`config.mk`:
```
export PLATFORM = sky130hd
export DESIGN_NAME = hd_receiver_flat
export DESIGN_NICKNAME = d
export VERILOG_FILES = /design/src/rtl/hd_pkg.sv /design/src/rtl/hd_receiver_if.sv /design/src/rtl/hd_rx_stats.sv /design/src/rtl/hd_receiver.sv /design/src/flat_wrapper.sv
export SDC_FILE = /design/constraint.sdc
export NUM_CORES = 1
export LEC_CHECK = 0
export CAP_MARGIN = 20
export CORE_ASPECT_RATIO = 0.8
export CORE_UTILIZATION = 48
export DETAILED_ROUTE_END_ITERATION = 8
export GPL_TIMING_DRIVEN = 1
export PLACE_DENSITY = 0.76
export SETUP_SLACK_MARGIN = 0.05
export SYNTH_ARGS = -nofsm -noshare
export SYNTH_HDL_FRONTEND = slang
export SYNTH_SLANG_ARGS = --single-unit
```
`constraint.sdc`:
```
create_clock -name clk -period 3.5 [get_ports clk]
set_input_delay 0.7 -clock clk [delete_from_list [all_inputs] [get_ports clk]]
set_output_delay 0.7 -clock clk [all_outputs]
set_load 0.005 [all_outputs]
```
`src/rtl/hd_pkg.sv`:
```
// Shared types and constants for the hd_receiver pipe-handshake receiver.
// Holds the FSM state encoding, counter widths and a saturating-increment helper.
package hd_pkg;

   typedef enum logic [1:0] {
      EMPTY = 2'd0,
      BUSY  = 2'd1,
      FULL  = 2'd2
   } hd_rx_state_t;

   localparam int HD_BEAT_CNT_W  = 32;
   localparam int HD_STALL_CNT_W = 16;

   // Holds at all-ones instead of wrapping
   function automatic logic [HD_STALL_CNT_W-1:0] hd_sat_inc(input logic [HD_STALL_CNT_W-1:0] v);
      return (v == '1) ? v : v + HD_STALL_CNT_W'(1);
   endfunction

endpackage

```
`src/rtl/hd_receiver_if.sv`:
```
// Handshake bundle between sender, hd_receiver and downstream consumer.
// slave = receiver side, master = environment driving the receiver.
interface hd_receiver_if #(
   parameter int DATA_WIDTH = 32
) ();

   logic                  pipe_valid;
   logic [DATA_WIDTH-1:0] pipe_data;
   logic                  ready_output;
   logic                  pipe_backup_valid;
   logic                  valid_out;
   logic [DATA_WIDTH-1:0] data_out;
   logic                  ready_in;

   modport slave (
      input  pipe_valid,
      input  pipe_data,
      input  ready_in,
      output ready_output,
      output pipe_backup_valid,
      output valid_out,
      output data_out
   );

   modport master (
      output pipe_valid,
      output pipe_data,
      output ready_in,
      input  ready_output,
      input  pipe_backup_valid,
      input  valid_out,
      input  data_out
   );

endinterface

```
`src/rtl/hd_rx_stats.sv`:
```
// Beat and stall counters for hd_receiver (built only with HD_RECEIVER_STATS_EN).
// Beat count wraps, stall count saturates; a synchronous clear beats any increment.
module hd_rx_stats
   import hd_pkg::*;
(
   input  logic                      clk,
   input  logic                      rst_n,
   input  logic                      clr,
   input  logic                      beat_inc,
   input  logic                      stall_inc,
   output logic [HD_BEAT_CNT_W-1:0]  beat_count,
   output logic [HD_STALL_CNT_W-1:0] stall_count
);

   always_ff @(posedge clk or negedge rst_n) begin
      if (!rst_n) begin
         beat_count  <= '0;
         stall_count <= '0;
      end else if (clr) begin
         beat_count  <= '0;
         stall_count <= '0;
      end else begin
         if (beat_inc) begin
            beat_count <= beat_count + HD_BEAT_CNT_W'(1);
         end
         if (stall_inc) begin
            stall_count <= hd_sat_inc(stall_count);
         end
      end
   end

endmodule

```
`src/rtl/hd_receiver.sv`:
```
// Receiving end of the valid/ready pipe: out register plus one-entry skid backup,
// registered ready to the sender. Optional counters under HD_RECEIVER_STATS_EN.
module hd_receiver
   import hd_pkg::*;
#(
   parameter int DATA_WIDTH = 32
) (
   input  logic                      clk,
   input  logic                      rst_n,
   hd_receiver_if.slave              bus
`ifdef HD_RECEIVER_STATS_EN
   ,
   input  logic                      stats_clr,
   output logic [HD_BEAT_CNT_W-1:0]  beat_count,
   output logic [HD_STALL_CNT_W-1:0] stall_count
`endif
);

   hd_rx_state_t          state_reg;
   hd_rx_state_t          state_next;
   logic                  valid_reg;
   logic                  backup_valid_reg;
   logic                  ready_reg;
   logic [DATA_WIDTH-1:0] out_data_reg;
   logic [DATA_WIDTH-1:0] backup_data_reg;

   logic accept;
   logic pop;
   logic load_out;
   logic load_backup;

   assign accept = bus.pipe_valid & ready_reg;
   assign pop    = valid_reg & bus.ready_in;

   always_comb begin
      state_next  = state_reg;
      load_out    = 1'b0;
      load_backup = 1'b0;
      case (state_reg)
         EMPTY: begin
            if (accept) begin
               state_next = BUSY;
               load_out   = 1'b1;
            end
         end
         BUSY: begin
            if (accept && pop) begin
               load_out = 1'b1;
            end else if (accept) begin
               state_next  = FULL;
               load_backup = 1'b1;
            end else if (pop) begin
               state_next = EMPTY;
            end
         end
         FULL: begin
            // ready_reg is low here, so only a pop can happen
            if (pop) begin
               state_next = BUSY;
               load_out   = 1'b1;
            end
         end
         default: state_next = EMPTY;
      endcase
   end

   always_ff @(posedge clk or negedge rst_n) begin
      if (!rst_n) begin
         state_reg        <= EMPTY;
         valid_reg        <= 1'b0;
         backup_valid_reg <= 1'b0;
         ready_reg        <= 1'b0;
         out_data_reg     <= '0;
         backup_data_reg  <= '0;
      end else begin
         state_reg        <= state_next;
         valid_reg        <= (state_next != EMPTY);
         backup_valid_reg <= (state_next == FULL);
         ready_reg        <= (state_next != FULL);
         if (load_out) begin
            out_data_reg <= (state_reg == FULL) ? backup_data_reg : bus.pipe_data;
         end
         if (load_backup) begin
            backup_data_reg <= bus.pipe_data;
         end
      end
   end

   assign bus.valid_out         = valid_reg;
   assign bus.pipe_backup_valid = backup_valid_reg;
   assign bus.ready_output      = ready_reg;
   assign bus.data_out          = out_data_reg;

`ifdef HD_RECEIVER_STATS_EN
   hd_rx_stats u_stats (
      .clk         (clk),
      .rst_n       (rst_n),
      .clr         (stats_clr),
      .beat_inc    (accept),
      .stall_inc   (valid_reg & ~bus.ready_in),
      .beat_count  (beat_count),
      .stall_count (stall_count)
   );
`endif

endmodule
```
`src/flat_wrapper.sv`:
```
// flat-port wrapper written by rule: the top's interface ports become plain ports
module hd_receiver_flat import hd_pkg::*;
#(
   parameter int DATA_WIDTH = 32
)
  (clk, rst_n, bus_pipe_valid, bus_pipe_data, bus_ready_in, bus_ready_output, bus_pipe_backup_valid, bus_valid_out, bus_data_out);
  hd_receiver_if #(.DATA_WIDTH(DATA_WIDTH)) bus_i ();
  input  logic clk;
  input  logic rst_n;
  input wire logic [$bits(bus_i.pipe_valid)-1:0] bus_pipe_valid;
  input wire logic [$bits(bus_i.pipe_data)-1:0] bus_pipe_data;
  input wire logic [$bits(bus_i.ready_in)-1:0] bus_ready_in;
  output wire logic [$bits(bus_i.ready_output)-1:0] bus_ready_output;
  output wire logic [$bits(bus_i.pipe_backup_valid)-1:0] bus_pipe_backup_valid;
  output wire logic [$bits(bus_i.valid_out)-1:0] bus_valid_out;
  output wire logic [$bits(bus_i.data_out)-1:0] bus_data_out;
  assign bus_i.pipe_valid = bus_pipe_valid;
  assign bus_i.pipe_data = bus_pipe_data;
  assign bus_i.ready_in = bus_ready_in;
  assign bus_ready_output = bus_i.ready_output;
  assign bus_pipe_backup_valid = bus_i.pipe_backup_valid;
  assign bus_valid_out = bus_i.valid_out;
  assign bus_data_out = bus_i.data_out;
  hd_receiver #(.DATA_WIDTH(DATA_WIDTH)) u_core (.clk(clk), .rst_n(rst_n), .bus(bus_i));
endmodule
```
==> out/metrics.csv <==
metric;value;unit
Core Area;6510;um^2
drt first pass iters;4;
DR WL met3;416;um
n_diodes;0;
worst-path fanout max;15;
initial core utilization;50.8;%
power density cells;901;nW/um^2
Vias/cell;5.10;
layout overhead on the synthesized area;27.6;%
met1 wire length;2.52;mm
clock sink total;69;
DR WL/cell;15.6;um
multi-input logic area;1450;um^2
clock buffer depth;2;
DRC;0;
unrepaired setup endpoints after global routing;no;
GRT Overall Usage;17.5;%
Post-synth top cells;69 x dfrtp_1, 59 x mux2_4, 34 x mux2_2, 7 x buf_6;
Std-Cell Rows;26;
drt first-iter violations;50;
Yosys cell types;21;
Reg-to-Reg End;u_core.bus.data_out[4];
most area-consuming cells after synthesis;dfrtp_1 52%, mux2_4 27%, mux2_2 12%, buf_6 2.4%, buf_8 1.4%;
Final setup violation count;0;
Final HPWL DP;3.82;mm
#FFs+latches synth;69;
Mapped Area;3310;um^2
max cap viols;0;
Async SR Flop Fraction;100;%
leading area contributor after synthesis;dfrtp_1;
CP arrival;2.29;ns
Synth Warn #;0;
cell count after synthesis;192;
critical path type;primary input to flip-flop;
initial antenna violation count;0;
Pins Over Slew Limit;0;
Pleak;0.00188;uW
Post-DRT Antenna Nets;0;
placed standard-cell area;4020;um^2
RD Place Congestion;0.756;
Final period util;58.9;%
VDD IR max;0.369;mV
final setup margin;1.44;ns
Die Ht;76.2;um
global-route wire length before repair;9.43;mm
Worst-path clk slew;0.08;ns
Worst R2R Start;u_core.state_reg[1];
via count;1819;
top-area cell type share of the netlist area;52.2;%
CP endpoint;u_core.bus.data_out[13];
ys flop type;dfrtp_1;
EDFF count, synth;0;
Final Cell Area;4220;um^2
max_slew headroom;53.0;%
Syn Area/Cell;17.2;um^2
Register Area;1730;um^2
Total Neg Setup Slack;0;ns
Critical path origin;bus_ready_in;
CTS tree;yes;
Setup WS pre-CTS;1.06;ns
most frequent cell after synthesis;dfrtp_1;
Synth Net Count;228;
status;completed;
reg2reg path depth;4;
Post-CTS Setup Bufs;0;
worst min path class;primary input to async pin;
crit path launch type;primary input;
port bufs;70;
Period minus WS final;2.06;ns
sequential share of the synthesized area;52.2;%
total power;3800;uW
Worst Tran Pin Value;0.705;ns
total gr overflow;0;
FILL cells;521;
R2R Setup Slk;1.57;ns
number of I/O pins;71;
layout cells sized above 1;44.0;%
Final Hold Fails;0;
CTS resizes;0;
DR top layer;met4;
Worst Setup End Kind;flip-flop;
CTS HTree Levels;3;
Die ar.;7220;um^2
cts hold-fix bufs;0;
die width;94.8;um
fin nets;304;
metal2 WL;2.58;mm
fmax;485;MHz
clk root buf;clkbuf_8;
cts bufs inserted;9;
largest net degree at the start of global routing;58;
Worst Path Required;3.73;ns
vias in the first global route;1938;
final wirelength;5.56;mm
Clock Latency Late Sink;0.34;ns
clock skew;0.00932;ns
==> worst max-delay path, cell delays in order <==
cell	delay, ns
clkdlybuf4s50_1	0.57
and2_1	0.23
o2bb2ai_4	0.13
buf_4	0.29
mux2_2	0.37
==> metrics by stage <==
stage	cells	util, %	hold slack [ns]
after global placement	341	61.8	0.468
after floorplan	192	-	0.404
after CTS	357	64.8	0.226
after global routing	357	64.8	0.229
after detailed placement	341	61.8	0.478
final	357	64.8	0.231
==> routing by layer <==
metal / GRT usage (%) / up-vias
li1: - / 840
met2: 26.6 / 52
met1: 22.3 / 923
met3: 7.39 / 4
met4: 5.91 / 0
met5: 0 / -
==> layout make-up <==
type | count | share of cell area [%]
flip-flops and latches | 69 | 40.9
repair buffers | 75 | 17.4
inverters | 2 | 0.178
clock buffers | 10 | 3.26
clock inverters | 6 | 1.45
well taps | 84 | 2.49
multi-input cells | 111 | 34.3
==> placed cells by master, fill, tap and decap left out, types with 2 or more instances in the layout <==
cell	instances
dfrtp_1	69
clkdlybuf4s50_1	69
nand2_1	2
mux2_4	59
inv_1	2
buf_4	5
clkinv_2	3
clkbuf_8	10
mux2_2	34
mux2_1	3
==> power breakdown <==
part | switching [uW] | total [uW] | leakage, uW | internal, uW
clock network | 299 | 646 | 0.000102 | 347
registers | 240 | 1450 | 0.000816 | 1210
logic | 517 | 1700 | 0.000963 | 1180
==> worst min-delay path by stage <==
stage | startpoint | slack (ns) | cells after the start | to
detailed placement | u_core.backup_data_reg[14] | 0.48 | 1 | u_core.backup_data_reg[14]
CTS | rst_n | 0.23 | 1 | u_core.bus.data_out[6]
floorplan | rst_n | 0.40 | 0 | u_core.backup_data_reg[0]
global placement | u_core.backup_data_reg[13] | 0.47 | 1 | u_core.backup_data_reg[13]
finish | rst_n | 0.23 | 1 | u_core.bus.data_out[6]
global route | rst_n | 0.23 | 1 | u_core.bus.data_out[6]
==> kinds of logic after synthesis <==
kind of cell    count (synthesis)  share of synthesized area (%)
mux                            97                           39.7
flops                          69                           52.2
buf+inv                        12                           3.97
simple gates                    8                           1.85
compound gates                  6                           2.23
(Power assumes the default switching activity.)
